--- src/rtl/and_cnt.sv ---
// and_cnt: AND-popcount stage following cnt1.
// The first complete vector after reset or reload is kept as reference A
// together with its popcount (CntA). Each following vector B is ANDed with A
// beat by beat, and popcount(A & B) is accumulated. One {CntA, CntB, CntAB}
// result per B vector is emitted for the similarity stage.
//
// Ports:
//   clk, rstn      clock (posedge) and synchronous active-low reset
//   up_SubVector   beat data from cnt1
//   up_Valid/Ready beat handshake
//   up_Cnt         popcount of the whole vector, valid with up_CntNew
//   up_CntNew      last beat of a vector
//   ref_Reload     at the next vector boundary, the following vector becomes A
//   dn_CntA/B/AB   result counts
//   dn_Valid/Ready result handshake (one-entry output register)
//   dn_Idx         (only with AND_CNT_IDX_EN) compare-vector index since the
//                  last reference load
//
// Optional feature macro: AND_CNT_IDX_EN
module and_cnt #(
  parameter int unsigned VECTOR_WIDTH = 920,
  parameter int unsigned BUS_WIDTH    = 128,
  localparam int unsigned SUB_VECTOR_NO = (VECTOR_WIDTH + BUS_WIDTH - 1) / BUS_WIDTH,
  localparam int unsigned CNT_WIDTH     = $clog2(BUS_WIDTH * SUB_VECTOR_NO)
) (
  input  logic                 clk,
  input  logic                 rstn,
  input  logic [BUS_WIDTH-1:0] up_SubVector,
  input  logic                 up_Valid,
  output logic                 up_Ready,
  input  logic [CNT_WIDTH-1:0] up_Cnt,
  input  logic                 up_CntNew,
  input  logic                 ref_Reload,
  output logic [CNT_WIDTH-1:0] dn_CntA,
  output logic [CNT_WIDTH-1:0] dn_CntB,
  output logic [CNT_WIDTH-1:0] dn_CntAB,
  output logic                 dn_Valid,
`ifdef AND_CNT_IDX_EN
  output logic [15:0]          dn_Idx,
`endif
  input  logic                 dn_Ready
);

  localparam int unsigned POP_WIDTH = $clog2(BUS_WIDTH + 1);
  localparam int unsigned IDX_WIDTH = (SUB_VECTOR_NO > 1) ? $clog2(SUB_VECTOR_NO) : 1;
  localparam int unsigned LAST_BITS = VECTOR_WIDTH - (SUB_VECTOR_NO - 1) * BUS_WIDTH;
  // Valid bits of the last beat; padding above VECTOR_WIDTH never counts.
  localparam logic [BUS_WIDTH-1:0] LAST_MASK = {BUS_WIDTH{1'b1}} >> (BUS_WIDTH - LAST_BITS);
  localparam logic [IDX_WIDTH-1:0] LAST_IDX  = IDX_WIDTH'(SUB_VECTOR_NO - 1);

  typedef enum logic {
    LOAD_REF,
    COMPARE
  } state_t;

  function automatic logic [POP_WIDTH-1:0] popcount(input logic [BUS_WIDTH-1:0] v);
    logic [POP_WIDTH-1:0] s;
    s = '0;
    for (int unsigned i = 0; i < BUS_WIDTH; i++) begin
      s += POP_WIDTH'(v[i]);
    end
    return s;
  endfunction

  state_t                 state_q, state_d;
  logic [IDX_WIDTH-1:0]   idx_q, idx_d;
  logic [CNT_WIDTH-1:0]   acc_q, acc_d;
  logic [CNT_WIDTH-1:0]   cnt_a_q, cnt_a_d;
  logic [BUS_WIDTH-1:0]   ref_vec_q [SUB_VECTOR_NO];
  logic [BUS_WIDTH-1:0]   ref_vec_d [SUB_VECTOR_NO];
  logic [CNT_WIDTH-1:0]   dn_cnt_a_q, dn_cnt_a_d;
  logic [CNT_WIDTH-1:0]   dn_cnt_b_q, dn_cnt_b_d;
  logic [CNT_WIDTH-1:0]   dn_cnt_ab_q, dn_cnt_ab_d;
  logic                   dn_valid_q, dn_valid_d;

  logic                   accept;
  logic                   emit;
  logic [BUS_WIDTH-1:0]   beat_mask;
  logic [POP_WIDTH-1:0]   beat_pop;

  assign up_Ready  = rstn & (~dn_valid_q | dn_Ready);
  assign accept    = up_Valid & up_Ready;
  assign emit      = accept & up_CntNew & (state_q == COMPARE);
  assign beat_mask = (idx_q == LAST_IDX) ? LAST_MASK : '1;
  assign beat_pop  = popcount(up_SubVector & ref_vec_q[idx_q] & beat_mask);

  always_comb begin
    state_d     = state_q;
    idx_d       = idx_q;
    acc_d       = acc_q;
    cnt_a_d     = cnt_a_q;
    ref_vec_d   = ref_vec_q;
    dn_cnt_a_d  = dn_cnt_a_q;
    dn_cnt_b_d  = dn_cnt_b_q;
    dn_cnt_ab_d = dn_cnt_ab_q;
    // A consumed result drops unless a new one is loaded below.
    dn_valid_d  = dn_valid_q & ~dn_Ready;

    if (accept) begin
      // Early up_CntNew also restarts the beat index (partial vector).
      idx_d = (up_CntNew || idx_q == LAST_IDX) ? '0 : idx_q + IDX_WIDTH'(1);
      if (state_q == LOAD_REF) begin
        ref_vec_d[idx_q] = up_SubVector;
        if (up_CntNew) begin
          cnt_a_d = up_Cnt;
          state_d = COMPARE;
        end
      end else if (up_CntNew) begin
        dn_cnt_ab_d = acc_q + CNT_WIDTH'(beat_pop);
        dn_cnt_b_d  = up_Cnt;
        dn_cnt_a_d  = cnt_a_q;
        dn_valid_d  = 1'b1;
        acc_d       = '0;
        if (ref_Reload) begin
          state_d = LOAD_REF;
        end
      end else begin
        acc_d = acc_q + CNT_WIDTH'(beat_pop);
      end
    end
  end

  always_ff @(posedge clk) begin
    if (!rstn) begin
      state_q     <= LOAD_REF;
      idx_q       <= '0;
      acc_q       <= '0;
      cnt_a_q     <= '0;
      dn_cnt_a_q  <= '0;
      dn_cnt_b_q  <= '0;
      dn_cnt_ab_q <= '0;
      dn_valid_q  <= 1'b0;
    end else begin
      state_q     <= state_d;
      idx_q       <= idx_d;
      acc_q       <= acc_d;
      cnt_a_q     <= cnt_a_d;
      dn_cnt_a_q  <= dn_cnt_a_d;
      dn_cnt_b_q  <= dn_cnt_b_d;
      dn_cnt_ab_q <= dn_cnt_ab_d;
      dn_valid_q  <= dn_valid_d;
    end
  end

  // Reference storage needs no reset: it is always rewritten before use.
  always_ff @(posedge clk) begin
    ref_vec_q <= ref_vec_d;
  end

  assign dn_CntA  = dn_cnt_a_q;
  assign dn_CntB  = dn_cnt_b_q;
  assign dn_CntAB = dn_cnt_ab_q;
  assign dn_Valid = dn_valid_q;

`ifdef AND_CNT_IDX_EN
  logic [15:0] cmp_idx_q, cmp_idx_d;
  logic [15:0] dn_idx_q, dn_idx_d;

  always_comb begin
    cmp_idx_d = cmp_idx_q;
    dn_idx_d  = dn_idx_q;
    if (emit) begin
      dn_idx_d  = cmp_idx_q;
      cmp_idx_d = ref_Reload ? '0 : cmp_idx_q + 16'd1;
    end
  end

  always_ff @(posedge clk) begin
    if (!rstn) begin
      cmp_idx_q <= '0;
      dn_idx_q  <= '0;
    end else begin
      cmp_idx_q <= cmp_idx_d;
      dn_idx_q  <= dn_idx_d;
    end
  end

  assign dn_Idx = dn_idx_q;
`endif

endmodule

--- config.mk ---
export PLATFORM = sky130hd
export DESIGN_NAME = and_cnt
export DESIGN_NICKNAME = d
export VERILOG_FILES = /design/src/rtl/and_cnt.sv
export SDC_FILE = /design/constraint.sdc
export NUM_CORES = 1
export LEC_CHECK = 0
export ABC_AREA = 1
export CORE_ASPECT_RATIO = 1.2
export CORE_UTILIZATION = 43
export CTS_BUF_LIST = sky130_fd_sc_hd__clkbuf_4
export DETAILED_ROUTE_END_ITERATION = 8
export SYNTH_ARGS = -nofsm -noshare
export SYNTH_HDL_FRONTEND = slang
export SYNTH_SLANG_ARGS = --single-unit
--- constraint.sdc ---
create_clock -name clk -period 16.8 [get_ports clk]
set_clock_uncertainty 0.05 [all_clocks]
set_input_delay 3.36 -clock clk [delete_from_list [all_inputs] [get_ports clk]]
set_output_delay 3.36 -clock clk [all_outputs]
set_load 0.02 [all_outputs]
# Word level (Yosys, flattened, before mapping)

Cells that the tools add are included.

Muxes and demuxes: 16
Multipliers: 0
Magnitude comparators: 2
Reduce and logical (&&, ||, !) cells: 6
Shifts and indexed selects: 0
Equality and inequality tests: 1
Bitwise operators: 10
Add/sub/neg operators: 129
Div/mod/pow operators: 0

Operators with widths:

| kind                  | count |
|---|---|
| $bwmux W1024          | 1 |
| $add A8 B1 Y8         | 120 |
| $mux W128             | 4 |
| $bmux W128 S3         | 1 |
| $demux W128 S3        | 1 |
| $and A128 B128 Y128   | 2 |
| $add A10 B8 Y10       | 1 |
| $mux W10              | 1 |
| $add A7 B1 Y8         | 1 |
| $add A6 B1 Y7         | 1 |
| $mux W1               | 7 |
| $add A5 B1 Y6         | 1 |
| $reduce_and A3 Y1     | 2 |
| $add A4 B1 Y5         | 1 |
| $add A3 B1 Y4         | 1 |
| $ge A4 B4 Y1 const B  | 1 |
| $lt A4 B1 Y1 const B  | 1 |
| $not A3 Y4            | 1 |
| $reduce_and A2 Y1     | 2 |
| $add A2 B1 Y3         | 1 |
| $add A3 B1 Y3 const B | 1 |
| $and A1 B1 Y1         | 3 |
| $eq A3 B3 Y1 const B  | 1 |
| $mux W3               | 1 |
| 5 further kinds       | 7 |

RAM bits: 0
Output and inout bits: 32
Word-level logic and storage cells: 180
Memories kept: 0
Bits in read-only memories: 0
Input bits: 144
Latch bits: 0
Register bits after elaboration: 1079

# Depth between registers and ports, before layout

Depth after elaboration: 135
Mapped depth: 39
Gate-level depth less buffers: 37

# Least setup slack after synthesis

Ideal clock, no wire load.

Path kind: input-to-reg
Start point: input port rstn
End point: register ref_vec_q[640] in the netlist's numbering (enable)
Stages: 6
Path buffers: 0
Arrival time: 16033 ps
Required time: 15822 ps
Setup slack: -211 ps
Path through: inv_2 -> nor2_2 -> nand2_2 -> inv_2 -> nand2_2 -> nor4_1

Cells in the longest elaborated chain, start to end: 3

Ends and longest elaborated chain:

| item                               | RTL line | RTL |
|---|---|---|
| start: declaration                 | 27       | `input logic rstn,` |
| $and A1 B1 Y1                      | 81       | `assign up_Ready = rstn & (~dn_valid_q \| dn_Ready);` |
| named net up_Ready                 | 30       | `output logic up_Ready,` |
| $and A1 B1 Y1                      | 82       | `assign accept = up_Valid & up_Ready;` |
| $reduce_and A2 Y1 (no source line) | -        |  |
| end signal: assignment             | 147      | `ref_vec_q <= ref_vec_d;` |
| end: declaration                   | 69       | `logic [BUS_WIDTH-1:0] ref_vec_q [SUB_VECTOR_NO];` |

The timed path passes the listed nets, and every way through them passes these cells.
A chain may end at the register's enable or synchronous reset.

# Final worst setup path

Start point: register idx_q[1]
End point: register dn_cnt_ab_q[6] (netlist: dn_CntAB[6])

Cells in the longest elaborated chain, start to end: 134

Ends and longest elaborated chain:

| item                                          | RTL line | RTL |
|---|---|---|
| start: declaration                            | 66       | `logic [IDX_WIDTH-1:0] idx_q, idx_d;` |
| start signal: assignment                      | 135      | `idx_q <= idx_d;` |
| $not A3 Y4 (not written as such)              | 85       | `assign beat_pop = popcount(up_SubVector & ref_vec_q[idx_q] & beat_mask);` |
| $bmux W128 S3                                 | 85       |  |
| $mux W128 (not written as such) (2 in series) | 85       |  |
| $and A128 B128 Y128                           | 85       |  |
| $and A128 B128 Y128 *                         | 85       |  |
| $add A1 B1 Y2                                 | 60       | `s += POP_WIDTH'(v[i]);` |
| $add A2 B1 Y3                                 | 60       |  |
| $add A3 B1 Y4                                 | 60       |  |
| $add A4 B1 Y5                                 | 60       |  |
| $add A5 B1 Y6                                 | 60       |  |
| $add A6 B1 Y7                                 | 60       |  |
| $add A7 B1 Y8                                 | 60       |  |
| $add A8 B1 Y8 (119 in series)                 | 60       |  |
| $add A8 B1 Y8 *                               | 60       |  |
| $add A10 B8 Y10 *                             | 109      | `dn_cnt_ab_d = acc_q + CNT_WIDTH'(beat_pop);` |
| end signal: assignment                        | 140      | `dn_cnt_ab_q <= dn_cnt_ab_d;` |
| end: declaration                              | 73       | `logic [CNT_WIDTH-1:0] dn_cnt_ab_q, dn_cnt_ab_d;` |

Mark *: on every way between the ends. The rest lies on a longest branch, timed or not. The select of a mux whose other input is x is not followed.

==> results.ini <==
[status]
status = finished, final reports clean

[detailed_routing]
firstDrtPassIters = 5
antenna_left = 0
vias = 27000
finalWirelength_microns = 118000
drc = 0
avgRoutedWirePerCell_microns = 23.2
via_per_inst = 5.30
drt_iter0_drc = 1976

[setup_path]
crit_path_top_delay_cell = buf_4
cp-start-kind = flop
endpoint_kind = flop
worstSetupPathType = flop to flop
crit_fanout = 50
slowest_delay_ns = 0.76
cp.arrival_ns = 11.59
crit_path_frequent_cell = fa_1
crit_required_ns = 17.80

[sta]
whs_ns = 0.432
fin_crit_ns = 10.59
setup_tns_ns = 0
setup_ws_ns = 6.21
max_slew_margin_pct = 18.9
report.final.setup_viol = 0
report.final.slew_viol_count = 0
fmax_mhz = 94.4
rsz0062_at_grt = no
hold_viol_final = 0
worstMarginPinSlew_ns = 1.22
fin_crit_sh_pct = 63.0

[synthesis]
yosysTopAreaCell = edfxtp_1
ys.flop_type = edfxtp_1
seq_area_frac_synth_pct = 72.4
syn_nets = 3510
synth-seq-cells = 1079
synth_area_leaders = edfxtp_1 (70%), nand2_1 (7.5%), fa_1 (5.4%)
yosysUniqueCellTypes = 43
synth_area_sq_mm = 0.0440
synth_edf_count = 1024
synth_top_area_share_pct = 69.9
syn_avg_cell_area_sq_um = 13.7
yosysWarnings = 0
synthCells = 3204
async_flop_share_pct = 0

[finish]
layout-drive-gt1-share_pct = 13.1
final_util_pct = 49.7
final_cell_area_sq_mm = 0.0505
mostFrequentLayoutCells = edfxtp_1 (1024), nand2_1 (876), clkbuf_4 (393)
synthToLayoutAreaGrowth_pct = 14.6
fin_nets = 3872
mostFrequentLayoutCell = edfxtp_1

[clock_network]
postCtsSetupRepairBufs = 0
cts.clk_slew.worst_paths_ns = 0.07
clockBufferDepth = 4
numCtsBuffers = 284
postCtsHoldBufs = 0
cts_tree = built
clock_sinks = 1079
cts-root-buf = clkbuf_4
cts_resized = 0
htree_levels = 5
clock_latency_ns = 1.19

[run]
drv_cap = 0

[floorplanning]
die_w_microns = 294
fp.dieH_microns = 352
io-pin-count = 176
rows = 128
core_area_sq_mm = 0.102
die_area_sq_mm = 0.104
initial_core_util_pct = 43.4

[place]
port_buffers = 175
place_ws_ns = 5.21
post_dp_cell_area_sq_mm = 0.0472
gp_congestion = 0.819
hpwl_microns = 64300

[grt]
grt_overflow_total = 0
grt_pass1_vias = 27200
antenna_found_initial = 23
grt_usage_pct = 23.2
grt_max_degree = 122
grt_first_pass_wirelength_microns = 174000

[pwr]
leakagePower_nw = 17.9
p_per_area_mw_per_mm2 = 217
irDropWorstVdd_v = 0.000788

[min_path]
hold_path.class = flop to flop

-- metrics by stage --
stage	instances	power (W)
floorplan	3204	0.00705
global placement	4645	0.00866
detailed placement	4645	0.00881
CTS	5087	0.0110
global route	5098	0.0118
finish	5098	0.0110
-- kinds of logic (layout without fill, tap and decap cells) --
kind of cell	Yosys count	after routing	share of synthesized area [%]
flip-flops	1079	1079	72.4
AO/OA/AOI/OAI	366	366	5.45
XOR/XNOR	3	3	0.0597
other	0	11	0
buffers and inverters	334	852	3.46
adder cells (fa/ha/maj)	162	162	6.62
AND/OR/NAND/NOR	1260	1260	12.1
-- area by class of cell --
type	instances	area [sq um]
Fill cell	8874	51100
Inverter	195	752
Clock inverter	49	290
Multi-Input combinational cell	1791	10700
Antenna cell	11	27.5
Sequential cell	1079	31900
Timing Repair Buffer	215	2150
Clock buffer	393	2950
Tap cell	1365	1710
-- report_power, final --
part | switching, W | internal [W]
sequential | 0.0000130 | 0.00298
clock | 0.00100 | 0.00113
combinational | 0.00368 | 0.00216
-- critical path, delay by kind of cell, from the launching register on --
kind            cells  cell delay (ns)
flops               1             0.47
fa+ha+maj          12             6.09
buf+inv            11             2.33
simple gates       10             1.19
compound gates      1             0.24
-- path summary, 6_finish.rpt --
check / startpoint / endpoint / slack [ns] / cells past startpoint
worst max-delay path: idx_q[1]$_SDFFE_PN0P_ / dn_CntAB[6]$_SDFFE_PN0P_ / 6.21 / 34
worst min-delay path: cnt_a_q[9]$_SDFFE_PN0P_ / dn_CntA[9]$_SDFFE_PN0P_ / 0.43 / 2
worst max register to register: idx_q[1]$_SDFFE_PN0P_ / dn_CntAB[6]$_SDFFE_PN0P_ / 6.21 / 34
worst min register to register: cnt_a_q[9]$_SDFFE_PN0P_ / dn_CntA[9]$_SDFFE_PN0P_ / 0.43 / 2
-- routing by layer --
metal | wire length (microns) | vias up | share of wire [%] | global-route usage (%)
li1 | - | 12300 | - | -
met1 | 47500 | 13500 | 40 | 29.4
met2 | 59400 | 973 | 50 | 38.5
met3 | 8450 | 187 | 7.1 | 5.83
met4 | 2980 | 26 | 2.5 | 8.06
met5 | 144 | - | 0.12 | 0
-- Yosys cell counts, drive strengths merged, types with 7 or more instances --
cell type,n
o211ai,27
nand2,881
inv,195
nand4,143
o21a,7
o21ai,76
dfxtp,55
nor2,141
nand3,82
ha,44
edfxtp,1024
fa,118
a22oi,103
nand3b,8
o21ba,11
buf,105
clkbuf,34
a22o,26
a21oi,94
-- flip-flops by register name, summed over array words and instances, names as in the netlist --
name,cells
acc_q,10
state_q,1
dn_CntAB,10
idx_q,3
ref_vec_q,1024
dn_Valid,1
dn_CntB,10
dn_CntA,10
cnt_a_q,10
Note: power is estimated with default switching activity, not from simulation.
